`src/rtl/fetch_unit_if.sv`:
```
// Instruction-memory request/response channel between the fetch unit (master)
// and instruction memory (slave): in-order req/gnt issue, rvalid responses.
interface fetch_unit_if;
    logic        imem_req;
    logic [31:0] imem_addr;
    logic        imem_gnt;
    logic        imem_rvalid;
    logic [31:0] imem_rdata;

    modport master (
        output imem_req,
        output imem_addr,
        input  imem_gnt,
        input  imem_rvalid,
        input  imem_rdata
    );

    modport slave (
        input  imem_req,
        input  imem_addr,
        output imem_gnt,
        output imem_rvalid,
        output imem_rdata
    );
endinterface

```
`src/rtl/fetch_unit.sv`:
```
// RV32I fetch front-end: owns the PC, issues credit-limited in-order requests, and
// buffers returned words with their PCs in a FWFT queue feeding IF/ID.
module fetch_unit #(
    parameter logic [31:0] RESET_PC    = 32'h0000_0000,
    parameter int          QUEUE_DEPTH = 2,
    parameter logic [31:0] NOP_INSTR   = 32'h0000_0013
) (
    input  logic         clk,
    input  logic         rst,
    fetch_unit_if.master imem,
    input  logic         redirect,
    input  logic [31:0]  redirect_pc,
    input  logic         stall,
    output logic         o_valid,
    output logic [31:0]  o_instruction,
    output logic [31:0]  o_pc
);
    localparam int PTR_W = $clog2(QUEUE_DEPTH);
    localparam int CNT_W = PTR_W + 1;
    localparam int SUM_W = CNT_W + 1;
    localparam logic [SUM_W-1:0] DEPTH_C = SUM_W'(QUEUE_DEPTH);
    localparam logic [CNT_W-1:0] CNT_ONE = CNT_W'(1);
    localparam logic [PTR_W-1:0] PTR_ONE = PTR_W'(1);

    logic [31:0]      fetch_pc;
    logic [31:0]      tag_mem [QUEUE_DEPTH];
    logic [PTR_W-1:0] tag_wr_ptr;
    logic [PTR_W-1:0] tag_rd_ptr;
    logic [CNT_W-1:0] inflight;
    logic [CNT_W-1:0] inflight_nxt;
    logic [CNT_W-1:0] drop;

    logic [31:0]      q_pc   [QUEUE_DEPTH];
    logic [31:0]      q_data [QUEUE_DEPTH];
    logic [PTR_W-1:0] q_wr_ptr;
    logic [PTR_W-1:0] q_rd_ptr;
    logic [CNT_W-1:0] q_count;
    logic [CNT_W-1:0] q_count_nxt;

    logic             issue;
    logic             resp;
    logic             push;
    logic             pop;
    logic [SUM_W-1:0] credits_used;

    // Queued words plus outstanding requests may never exceed the queue size,
    // so every response always has a slot waiting for it.
    assign credits_used  = SUM_W'(q_count) + SUM_W'(inflight);
    assign imem.imem_req = !rst && !redirect && (credits_used < DEPTH_C);
    assign imem.imem_addr = fetch_pc;

    assign issue = imem.imem_req && imem.imem_gnt;
    assign resp  = imem.imem_rvalid;
    assign push  = resp && !redirect && (drop == '0);

    assign o_valid       = (q_count != '0);
    assign pop           = o_valid && !stall;
    assign o_instruction = o_valid ? q_data[q_rd_ptr] : NOP_INSTR;
    assign o_pc          = o_valid ? q_pc[q_rd_ptr] : 32'h0;

    always_comb begin
        inflight_nxt = inflight;
        if (issue && !resp)
            inflight_nxt = inflight + CNT_ONE;
        else if (!issue && resp)
            inflight_nxt = inflight - CNT_ONE;
    end

    always_comb begin
        q_count_nxt = q_count;
        if (push && !pop)
            q_count_nxt = q_count + CNT_ONE;
        else if (pop && !push)
            q_count_nxt = q_count - CNT_ONE;
    end

    always_ff @(posedge clk or posedge rst) begin
        if (rst) begin
            fetch_pc   <= RESET_PC;
            tag_wr_ptr <= '0;
            tag_rd_ptr <= '0;
            inflight   <= '0;
            drop       <= '0;
            q_wr_ptr   <= '0;
            q_rd_ptr   <= '0;
            q_count    <= '0;
        end else begin
            if (redirect)
                fetch_pc <= redirect_pc & ~32'h3;
            else if (issue)
                fetch_pc <= fetch_pc + 32'd4;

            if (issue)
                tag_wr_ptr <= tag_wr_ptr + PTR_ONE;
            if (resp)
                tag_rd_ptr <= tag_rd_ptr + PTR_ONE;
            inflight <= inflight_nxt;

            // Everything still outstanding after this cycle belongs to the old path.
            if (redirect)
                drop <= inflight_nxt;
            else if (resp && (drop != '0))
                drop <= drop - CNT_ONE;

            if (redirect) begin
                q_wr_ptr <= '0;
                q_rd_ptr <= '0;
                q_count  <= '0;
            end else begin
                if (push)
                    q_wr_ptr <= q_wr_ptr + PTR_ONE;
                if (pop)
                    q_rd_ptr <= q_rd_ptr + PTR_ONE;
                q_count <= q_count_nxt;
            end
        end
    end

    // Storage only; validity is tracked by the counters above.
    always_ff @(posedge clk) begin
        if (issue)
            tag_mem[tag_wr_ptr] <= fetch_pc;
        if (push) begin
            q_pc[q_wr_ptr]   <= tag_mem[tag_rd_ptr];
            q_data[q_wr_ptr] <= imem.imem_rdata;
        end
    end

    rvalid_needs_inflight: assert property (
        @(posedge clk) disable iff (rst) imem.imem_rvalid |-> (inflight != '0)
    );
endmodule

```
`src/flat_wrapper.sv`:
```
// flat-port wrapper written by rule: the top's interface ports become plain ports
module fetch_unit_flat 
#(
    parameter logic [31:0] RESET_PC    = 32'h0000_0000,
    parameter int          QUEUE_DEPTH = 2,
    parameter logic [31:0] NOP_INSTR   = 32'h0000_0013
)
  (clk, rst, redirect, redirect_pc, stall, o_valid, o_instruction, o_pc, imem_imem_req, imem_imem_addr, imem_imem_gnt, imem_imem_rvalid, imem_imem_rdata);
  fetch_unit_if imem_i ();
  input  logic clk;
  input  logic rst;
  input  logic redirect;
  input  logic [31:0] redirect_pc;
  input  logic stall;
  output logic o_valid;
  output logic [31:0] o_instruction;
  output logic [31:0] o_pc;
  output wire logic [$bits(imem_i.imem_req)-1:0] imem_imem_req;
  output wire logic [$bits(imem_i.imem_addr)-1:0] imem_imem_addr;
  input wire logic [$bits(imem_i.imem_gnt)-1:0] imem_imem_gnt;
  input wire logic [$bits(imem_i.imem_rvalid)-1:0] imem_imem_rvalid;
  input wire logic [$bits(imem_i.imem_rdata)-1:0] imem_imem_rdata;
  assign imem_imem_req = imem_i.imem_req;
  assign imem_imem_addr = imem_i.imem_addr;
  assign imem_i.imem_gnt = imem_imem_gnt;
  assign imem_i.imem_rvalid = imem_imem_rvalid;
  assign imem_i.imem_rdata = imem_imem_rdata;
  fetch_unit #(.RESET_PC(RESET_PC), .QUEUE_DEPTH(QUEUE_DEPTH), .NOP_INSTR(NOP_INSTR)) u_core (.clk(clk), .rst(rst), .imem(imem_i), .redirect(redirect), .redirect_pc(redirect_pc), .stall(stall), .o_valid(o_valid), .o_instruction(o_instruction), .o_pc(o_pc));
endmodule
```
`config.mk`:
```
export PLATFORM = sky130hd
export DESIGN_NAME = fetch_unit_flat
export DESIGN_NICKNAME = d
export VERILOG_FILES = /design/src/rtl/fetch_unit_if.sv /design/src/rtl/fetch_unit.sv /design/src/flat_wrapper.sv
export SDC_FILE = /design/constraint.sdc
export NUM_CORES = 1
export LEC_CHECK = 0
export ABC_CLOCK_PERIOD_IN_PS = 7800
export CAP_MARGIN = 40
export CORE_MARGIN = 2
export CORE_UTILIZATION = 58
export CTS_BUF_LIST = sky130_fd_sc_hd__clkbuf_4
export CTS_CLUSTER_SIZE = 14
export DETAILED_ROUTE_END_ITERATION = 6
export HOLD_SLACK_MARGIN = 0.06
export PLACE_DENSITY = 0.92
export SETUP_SLACK_MARGIN = 0.5
export SLEW_MARGIN = 20
export SYNTH_ARGS = -nofsm -noshare
export SYNTH_HDL_FRONTEND = slang
export SYNTH_SLANG_ARGS = --single-unit
export TNS_END_PERCENT = 100
```
`constraint.sdc`:
```
create_clock -name clk -period 7.8 [get_ports clk]
set_clock_uncertainty 0.15 [all_clocks]
set_input_delay 2.34 -clock clk [delete_from_list [all_inputs] [get_ports clk]]
set_output_delay 2.34 -clock clk [all_outputs]
set_load 0.02 [all_outputs]
```
======== Word level (Yosys, flattened, before mapping) ========
Memory sizes are Yosys's and may differ from the RTL's.
Index checks and enable logic that the tools add are counted.
operators by class
  add/subtract/negate cells ............... 11
  multiply operators ...................... 0
  div/mod/pow operators ................... 0
  $lt $le $gt $ge ......................... 1
  equal/unequal tests ..................... 0
  shifts and indexed selects .............. 0
  muxes and demuxes ....................... 19
  bitwise gates (word level) .............. 0
  reductions and logical operators ........ 26
operator list
  operator               count
  $mux 32                4
  $add 32x3->32 const B  1
  $mux 2                 7
  $reduce_bool 2->1      6
  $logic_and 1x1->1      11
  $mux 1                 8
  $logic_not 1->1        7
  $sub 2x1->2 const B    3
  $add 1x1->1 const B    4
  $add 2x1->2 const B    2
  $add 2x2->3            1
  $lt 3x2->1 const B     1
  $reduce_bool 3->1      1
  $logic_not 2->1        1
word-level totals
  register bits after elaboration ......... 42
  bits in latches ......................... 0
  bits in writable memories ............... 192
  memory bits (read-only) ................. 0
  input port bits ......................... 70
  output and inout port bits .............. 98
  word-level logic and storage cells ...... 68
  memories kept ........................... 3
memory list
  name            depth  bits a word  rd ports  clocked after Yosys merged registers in  wr ports  line              RTL
  u_core.q_data   2      32           1         0                                        1         fetch_unit.sv:34  logic [31:0] q_data [QUEUE_DEPTH];
  u_core.q_pc     2      32           1         0                                        1         fetch_unit.sv:33  logic [31:0] q_pc [QUEUE_DEPTH];
  u_core.tag_mem  2      32           1         0                                        1         fetch_unit.sv:26  logic [31:0] tag_mem [QUEUE_DEPTH];

======== Longest topological paths before layout ========
  word-level depth ........................ 9
  mapped depth ............................ 8
  gate-level depth less buffers ........... 7

======== Worst setup path before layout ========
No wires, ideal clock.
  kind .................................... input -> register
  from .................................... in imem_imem_rvalid
  to ...................................... mem u_core.q_data[0][0] (enable)
  setup time .............................. 0.482 ns
  data arrival time ....................... 5.303 ns
  data required time ...................... 7.168 ns
  path slack .............................. 1.865 ns
  cell stages on the path ................. 3
  buffers on the path ..................... 1
  path through ............................ clkbuf_1 > nand2_1 > nor2_1
on the way
  longest elaborated chain between the ends .. 4
ends and longest elaborated chain
  element                          line                RTL
  from (decl)                      flat_wrapper.sv:21  input wire logic [$bits(imem_i.imem_rvalid)-1:0] imem_imem_rvalid;
  $logic_and 1x1->1 (2 in series)  fetch_unit.sv:54    assign push = resp && !redirect && (drop == '0);
  $mux 1                           fetch_unit.sv:123   if (push) begin
  $mux 1 (not written as such)     fetch_unit.sv:125   q_data[q_wr_ptr] <= imem.imem_rdata;
  to (decl)                        fetch_unit.sv:34
Every way passes these cells.

======== Final worst setup path ========
  from .................................... in rst
  to ...................................... out imem_imem_req
on the way
  longest elaborated chain between the ends .. 3
ends and longest elaborated chain
  element                          line                RTL
  from (decl)                      flat_wrapper.sv:11  input logic rst;
  $logic_not 1->1                  fetch_unit.sv:49    assign imem.imem_req = !rst && !redirect && (credits_used < DEPTH_C);
  $logic_and 1x1->1 (2 in series)  fetch_unit.sv:49
  to (decl)                        flat_wrapper.sv:18  output wire logic [$bits(imem_i.imem_req)-1:0] imem_imem_req;
Every way passes these cells.

==> run_results.csv <==
group,metric,value,unit
outcome,status,"finished, final reports clean",
sta,setup_violations,0,
hold_path,whs_path_depth,1,
route,drt_iter0_drc,466,
critical_path,slowest_delay,0.70,ns
critical_path,worst-path-buf-inv,2,
pwr,power.internal,2.22,mW
global_routing,grt_usage,0.243,
global_routing,grt_pass1_wl,31.6,mm
pwr,swShare,0.279,
critical_path,crit_slowest_cell,"clkdlybuf4s50_1",
clock_network,postCtsSetupRepairBufs,0,
final_layout,drive_gt1_frac,0.160,
critical_path,critical_path_depth,3,
route,antenna_left,0,
pwr,peakVddDrop,0.000140,V
logic_synthesis,synth_edf_count,184,
global_routing,grt_overflow,0,
route,routed_wl,20.3,mm
logic_synthesis,synthesis.area,9210,um^2
place,routabilityCongestion,0.857,
pwr,power.density,260,nW/um^2
sta,worst_pin_slew,0.803,ns
logic_synthesis,ys_types,48,
floorplan,io_pins,168,
logic_synthesis,yosysSeqAreaShare,0.709,
sta,rsz0062_at_grt,"no",
global_routing,grt_max_degree,57,
logic_synthesis,syn_area_per_cell,14.4,um^2
sta,maxSlewViolCount,0,
clock_network,cts-buffers-inserted,54,
global_routing,grt_antenna_before_repair,1,
critical_path,r2r_cells,6,
route,post_drt_via_cell_ratio,5.58,
route,vias,6149,
sta,fin_crit,6.52,ns
critical_path,crit_fanout,7,
floorplan,core,15700,um^2
sta,setup_tns,0,ns
final_layout,seqCellArea,6530,um^2
place,io_buffers,161,
clock_network,cts.repair.resized,0,
pwr,p_clk_frac,0.307,
critical_path,criticalPathCategory,"input pin to output port",
pwr,p_comb_frac,0.199,
floorplan,die_w,130,um
sta,hold_viol,0,
hold_path,hold_path_class,"flop to flop",
final_layout,multi_input_area,2520,um^2
place,dp_hpwl,13.2,mm
floorplan,std_cell_rows,46,
sta,timing.slew.headroom,0.463,
clock_network,cts_htree_levels,2,
critical_path,cp_common_cell,"clkdlybuf4s50_1",
logic_synthesis,postSynth.asyncResetShare,0.179,
final_layout,fillers,918,
clock_network,cts_buffer_depth,3,
floorplan,die_h,130,um
clock_network,clk_latency,0.68,ns
global_routing,grt_pass1_vias,6267,
critical_path,crit_family,"buffers and inverters",
critical_path,cp.arrival,4.03,ns
clock_network,cts_tree,"done",
critical_path,required,5.31,ns
logic_synthesis,yosys_most_used_dff,"edfxtp_1",
route,drcViolationCount,0,
critical_path,worstSetupEndpointType,"output port",
clock_network,path_clk_slew,0.06,ns
pwr,power.total,3.08,mW
logic_synthesis,postSynthCellCount,639,
logic_synthesis,ys_seq_elements,224,
critical_path,critPathLaunchType,"input pin",
sta,fmax,153,MHz
clock_network,clockRootBuffer,"clkbuf_4",
final_layout,nets,913,
route,firstDrtPassIters,6,
sta,whs,0.380,ns
clock_network,cts.sinks,224,
job,drv_cap,0,
floorplan,start_util,0.586,
critical_path,cp_cell_sequence,"clkdlybuf4s50_1, nor4_4, clkdlybuf4s50_1",
clock_network,ctsHoldBuffers,0,
final_layout,area_growth,28.8,%
route,wl_per_cell,18.4,um
pwr,p_sw,0.862,mW
logic_synthesis,ys.warnings.count,0,
pwr,power_leakage,4.08,nW
sta,post-route-period-util,0.836,
pwr,seqPwrFrac,0.494,
floorplan,dieArea,16900,um^2
[flip-flops by register name, indices dropped and copies added, names as in the netlist]
name,cells
u_core.q_data,64
u_core.tag_rd_ptr,1
u_core.q_rd_ptr,1
u_core.inflight,2
u_core.tag_wr_ptr,1
u_core.tag_mem,60
u_core.imem.imem_addr,30
u_core.drop,2
u_core.q_wr_ptr,1
u_core.q_pc,60
u_core.q_count,2
[routing by layer]
| metal | share of wire | global-route usage | vias up |
|---|---|---|---|
| met4 | 0.027 | 0.115 | 0 |
| met5 | 0 | 0 | - |
| met2 | 0.51 | 0.416 | 310 |
| met3 | 0.073 | 0.0590 | 44 |
| met1 | 0.39 | 0.290 | 2962 |
| li1 | - | - | 2833 |
[cell type report]
| cell class | count | area share |
|---|---|---|
| clock buffer | 79 | 0.0500 |
| sequential | 224 | 0.551 |
| clock inverter | 22 | 0.0100 |
| inverter | 11 | 0.00348 |
| timing repair buffer | 175 | 0.150 |
| antenna | 1 | 0.000211 |
| multi-input combinational | 374 | 0.212 |
| tap | 216 | 0.0228 |
[kinds of logic after synthesis]
group	synth area share
other cells	0.000407
fa+ha+maj	0.00489
flops	0.709
compound gates	0.0488
xor+xnor	0.00856
buf+inv	0.0209
simple gates	0.101
mux	0.106
[through the flow]
step / worst slack (ns) / area (um^2) / util / instances
floorplan: 1.86 / 9220 / - / 642
global placement: 1.32 / 11000 / 0.702 / 994
detailed placement: 1.31 / 11100 / 0.709 / 1000
CTS: 1.28 / 11900 / 0.754 / 1101
global route: 1.19 / 11900 / 0.755 / 1102
finish: 1.28 / 11900 / 0.755 / 1102
[power groups by stage]
stage | Sequential [mW] | Clock, mW | Combinational [mW]
2_1_floorplan | 1.53 | 0 | 0.354
3_3_place_gp | 1.54 | 0 | 0.560
3_5_place_dp | 1.55 | 0 | 0.612
4_1_cts | 1.52 | 0.969 | 0.618
5_1_grt | 1.53 | 1.03 | 0.660
6_report | 1.52 | 0.948 | 0.613
[final timing paths]
| path | startpoint | slack [ns] | endpoint |
|---|---|---|---|
| setup / recovery | rst | 1.28 | imem_imem_req |
| hold / removal | u_core.tag_wr_ptr | 0.38 | u_core.tag_wr_ptr |
| setup reg to reg | u_core.q_count[0] | 4.49 | u_core.tag_mem[0][12] |
| hold reg to reg | u_core.tag_wr_ptr | 0.38 | u_core.tag_wr_ptr |
| max in group asynchronous | rst | 4.99 | u_core.q_rd_ptr |
| min in group asynchronous | rst | 2.05 | u_core.imem.imem_addr[3] |
[cells in the final DEF, fill, tap and decap left out, types with 17 or more instances in the layout]
cell / instances
o21ai_0: 20
clkdlybuf4s50_1: 161
dfrtp_1: 39
clkbuf_4: 79
nor2_1: 78
nand2_1: 51
mux2_2: 31
clkinv_1: 17
edfxtp_1: 184
mux2i_1: 63
nand3_1: 24
[cell usage after synthesis (2+ instances only)]
cell	n	area, um^2
o221ai_1	3	26.3
a21oi_1	8	40.0
xnor2_1	4	35.0
edfxtp_1	184	5530
o311ai_0	10	87.6
xor2_1	5	43.8
clkbuf_1	23	86.3
a31oi_1	5	31.3
ha_1	2	25.0
nor4_1	3	18.8
nor2_1	81	304
and3_1	7	43.8
inv_1	11	41.3
nand2_1	51	191
and2_1	3	18.8
a221o_1	3	30.0
mux2i_1	63	631
nand2b_1	3	18.8
dfrtp_1	40	1000
a41oi_1	2	17.5
o211ai_1	9	67.6
nor3_1	3	15.0
a31o_2	2	17.5
nand3_1	24	120
mux2_2	31	349
or3_1	2	12.5
nor2b_1	2	12.5
buf_4	5	37.5
nand4_1	8	50.1
buf_1	3	11.3
or4_1	3	22.5
o21ai_0	20	100
No activity file was read; power rests on OpenSTA's default activity.
==> patch 1, RTL diff (config.mk and constraints unchanged) <==
`QUEUE_DEPTH` is set to 2 in 2 places; all go to 8.
--- a/src/rtl/fetch_unit.sv
+++ b/src/rtl/fetch_unit.sv
@@ -4,3 +4,3 @@
     parameter logic [31:0] RESET_PC    = 32'h0000_0000,
-    parameter int          QUEUE_DEPTH = 2,
+    parameter int          QUEUE_DEPTH = 8,
     parameter logic [31:0] NOP_INSTR   = 32'h0000_0013
--- a/src/flat_wrapper.sv
+++ b/src/flat_wrapper.sv
@@ -4,3 +4,3 @@
     parameter logic [31:0] RESET_PC    = 32'h0000_0000,
-    parameter int          QUEUE_DEPTH = 2,
+    parameter int          QUEUE_DEPTH = 8,
     parameter logic [31:0] NOP_INSTR   = 32'h0000_0013
Behaviour: not the same (a bounded check fails within 4 cycles, from zero or initial values and one cycle with rst high).
==> patch 1 against the original RTL <==
- non-clock buffer count rose by 29
- die area grew to 3.3 times the old value
- sequential cell count rose by 566
- cell area rose to 3.0 times the old value
- worst setup slack improved by 0.18 ns
- synthesized area rose to 3.4 times the old value
- register-to-register slack got worse by 0.64 ns
- count of clock-buffer cells in the layout is 190 higher
- wire length grew to 3.3 times the old value
- power rose to 3.8 times the old value
- critical endpoint unchanged
==> patch 1: results (changes against the original RTL) <==
place_hpwl_microns: 37420  # +180%
yosysSeqAreaShare: 0.7539  # +0.04488
grt_pass1_wl_microns: 103100  # +230%
synth_xor_area_frac: 0.006998  # -0.001565
first_pass_iters: 5  # -1
place_congestion: 0.7857  # -8.4%
grt_max_degree: 70  # +23%
cp_top_family: "buffers and inverters"
cts_buffer_depth: 3  # unchanged
fin_nets: 1913  # +110%
synth_compound_area_frac: 0.01822  # -0.03058
drive_gt1_frac: 0.2937  # +0.1332
placed_area_sq_mm: 0.03375  # +200%
postCtsHoldBufs: 0  # unchanged
clock_latency_ns: 0.98  # +0.30 ns
synth_edf_count: 736  # +300%
synthAdderAreaFrac: 0.006274  # +0.001381
h-tree-depth: 4  # +2
slowest_delay_ns: 0.60  # -0.10 ns
dp_cells: 2326  # +130%
grt_pass1_vias: 17820  # +180%
ys_types: 65  # +35%
status: "finished, final reports clean"
drt_wl_total_microns: 67450  # +230%
top_regs: "u_core.q_data: 256 flops, u_core.q_pc: 240 flops, u_core.tag_mem: 240 flops"
antenna_found_initial: 2  # +1
async_reset_ff_frac: 0.06835  # -0.1102
max-vdd-ir-drop_mv: 0.2098  # +50%
arrival_ns: 3.86  # -0.17 ns
numCtsBuffers: 186  # +240%
worstHoldPathType: "reg2reg"
power.leakage_nw: 11.64  # +190%
via_count: 16360  # +170%
p_sw_frac: 0.3002  # +0.02071
clk_pin_slew_ns: 0.06  # about the same
slowest_stage: "clkdlybuf4s50_1"
yosysWarnings: 0  # unchanged
synth_mux_area_frac: 0.1664  # +0.05996
cp_max_fo: 3  # -4
pre_cts_slack_ns: 1.450  # +0.1385 ns
synth_cells: 1516  # +140%
grt_usage: 0.2490  # +0.006428
cts_root_buf: "clkbuf_4"
synthTopCellsByArea: "edfxtp_1, mux4_2, dfrtp_1, mux2i_1, mux2_2"
cts_repair_resize_count: 0  # unchanged
synth_common_cells: "edfxtp_1, mux4_2, nor2_1"
routedWlPerCell_microns: 25.38  # +38%
cts_setup_buffers: 0  # unchanged
fillers: 3135  # +240%
drt_iter0_drc: 1631  # +250%
worst_pin_slew_ns: 0.8204  # +0.01718 ns
-- patch 1: changes by cell type after synthesis, moves of 9 or more --
cell / before / now
buf_2: 1 / 26
nand2_1: 51 / 60
ha_1: 2 / 14
edfxtp_1: 184 / 736
nor3_1: 3 / 13
dfrtp_1: 40 / 54
clkbuf_1: 23 / 34
nand3_1: 24 / 13
mux4_2: 0 / 184
-- patch 1: cell type report --
cell class / count / area, sq um / share of cell area
flip-flops and latches: 790 / 23470 / 0.6490
multi-input cells: 627 / 7315 / 0.2023
repair buffers: 204 / 2069 / 0.05723
clock buffers: 269 / 2019 / 0.05585
well taps: 688 / 860.8 / 0.02381
clock inverters: 59 / 350.3 / 0.009688
inverters: 19 / 71.32 / 0.001972
diodes: 2 / 5.005 / 0.0001384
-- patch 1: metal layers --
metal	vias to the layer above	part of all wire	GRT usage
met2	914	0.52	0.4083
met1	8361	0.38	0.3200
met4	0	0.029	0.1116
met5	-	0	0
met3	138	0.079	0.06074
li1	6944	-	-
-- patch 1: path summary, 6_finish.rpt --
check                                                   from                                to  slack, ns  depth (start not counted)
worst min-delay path            u_core.inflight[3]$_DFF_PP0_      u_core.inflight[3]$_DFF_PP0_       0.38                          1
worst min register to register  u_core.inflight[3]$_DFF_PP0_      u_core.inflight[3]$_DFF_PP0_       0.38                          1
max in group asynchronous                                rst    u_core.q_rd_ptr[1]$_DFFE_PP0P_       5.12                          3
min in group asynchronous                                rst  u_core.tag_wr_ptr[2]$_DFFE_PP0P_       1.79                          3
worst max register to register    u_core.drop[0]$_DFFE_PP0P_      u_core.q_pc[4][24]$_DFFE_PP_       3.85                          7
worst max-delay path                                     rst                     imem_imem_req       1.45                          4
-- patch 1: cell families (layout without fill, tap and decap cells) --
| family | Yosys count | in the layout |
|---|---|---|
| other | 1 | 6 |
| adders and majority gates | 15 | 15 |
| xor gates and xnor gates | 24 | 24 |
| muxes | 283 | 283 |
| AOI/OAI and AO/OA | 82 | 82 |
| DFF | 790 | 790 |
| buffers and inverters | 102 | 551 |
| and+or+nand+nor | 219 | 219 |
-- patch 1: metrics by stage --
step	utilization	power, W
3_5_place_dp	0.6396	0.008539
5_1_grt	0.6854	0.01232
6_report	0.6854	0.01180
3_3_place_gp	0.6370	0.008395
4_1_cts	0.6845	0.01185
2_1_floorplan	-	0.007401
-- patch 1: power groups by stage --
stage                     clock network, W  logic [W]  registers [W]
after floorplan                          0    0.00212        0.00528
after global placement                   0    0.00291        0.00549
after detailed placement                 0    0.00306        0.00548
after CTS                          0.00336    0.00310        0.00539
after global routing               0.00357    0.00336        0.00539
final                              0.00329    0.00315        0.00536
==> patch 2, RTL diff (same settings) <==
Made on the original files. Reset style: synchronous (`rst`), changed in one clocked block.
--- a/src/rtl/fetch_unit.sv
+++ b/src/rtl/fetch_unit.sv
@@ -76,3 +76,3 @@
 
-    always_ff @(posedge clk or posedge rst) begin
+    always_ff @(posedge clk) begin
         if (rst) begin
Behaviour: differs if rst is asserted again (counterexample within 4 cycles, from zero or initial values and one cycle with rst high); with rst held inactive, the same outputs for 4 cycles.
==> patch 2 against the original RTL <==
- synthesized area is 0.18% higher
- critical endpoint unchanged
- worst setup slack better by 0.057 ns
- sequential cell count is 2 higher
- cell count is 0.73% lower
- power is 13% lower
- count of clock-buffer cells in the layout stayed put
- cell area is 0.49% lower
- critical path depth stayed put
- wire length is 2.7% lower
==> patch 2: results (changes against the original RTL) <==
status: "finished, final reports clean"
synth_common_cells: "edfxtp_1, nor2_1, mux2i_1"
clockNetworkAreaShare: 0.05981  # -0.0002371
arrival_ns: 3.98  # -0.05 ns
pre_cts_slack_ns: 1.364  # +0.05258 ns
drt_iter0_drc: 414  # -11%
ys_types: 52  # +8.3%
n_all_buffers: 173  # -1.1%
placed_area_sq_mm: 0.01109  # -0.44%
clock_latency_ns: 0.65  # -0.03 ns
max-vdd-ir-drop_mv: 0.1379  # -1.3%
synth-seq-cells: 226  # +0.89%
use_met3: 0.04674  # -0.01230
async_reset_ff_frac: 0  # -0.1786
routedWlPerCell_microns: 18.06  # -2.0%
place_hpwl_microns: 12460  # -5.8%
wl_met3_microns: 1361  # -8.5%
fin_nets: 920  # +0.77%
synthTopCellsByArea: "edfxtp_1, dfxtp_1, mux2i_1, mux2_2, nor2_1"
met1_length_microns: 7853  # -0.30%
avgSynthCellArea_sq_um: 14.08  # -2.3%
fillers: 933  # +1.6%
finalNonFillerCells: 1094  # -0.73%
via_count: 6113  # -0.59%
seq_share: 0.5399  # -0.01088
worst_pin_slew_ns: 0.7973  # -0.005944 ns
gr-usage-met1: 0.2773  # -0.01324
multiInputGateArea_sq_mm: 0.002655  # +5.5%
dp_cells: 1006  # +0.60%
yosysSeqAreaShare: 0.6904  # -0.01862
fin_area_sq_mm: 0.01180  # -0.49%
n_antenna_cell: 0  # -1
multi_input_gates: 380  # +1.6%
p_int_w: 0.002060  # -7.3%
antenna_found_initial: 0  # -1
cp_max_fo: 8  # +1
power_frac_clock: 0.366  # +0.059
layout.nonclk_buf_frac: 0.1489  # -0.001599
grt_max_degree: 62  # +8.8%
grt_pass1_wl_microns: 29660  # -6.1%
power.share.sequential: 0.519  # +0.025
-- patch 2: path summary, 6_finish.rpt --
path | start | slack (ns) | endpoint | depth (start not counted)
setup reg to reg | u_core.q_count[0]$_SDFFE_PP0P_ | 4.59 | u_core.imem.imem_addr[11]$_SDFFE_PP0P_ | 7
setup / recovery | rst | 1.33 | imem_imem_req | 3
hold / removal | u_core.tag_rd_ptr$_SDFFE_PP0P_ | 0.34 | flop | 2
hold reg to reg | u_core.tag_rd_ptr$_SDFFE_PP0P_ | 0.34 | flop | 2
-- patch 2: logic make-up (layout without fill, tap and decap cells) --
kind of cell / Yosys count / in the layout / synth area share
other: 1 / 4 / 0.0004067
AND/OR/NAND/NOR: 181 / 181 / 0.09756
multiplexers: 95 / 95 / 0.1080
adder cells (fa/ha/maj): 4 / 4 / 0.006242
flip-flops: 226 / 226 / 0.6904
AO/OA/AOI/OAI: 74 / 74 / 0.05156
buffers and inverters: 52 / 272 / 0.02497
XOR/XNOR: 22 / 22 / 0.02090
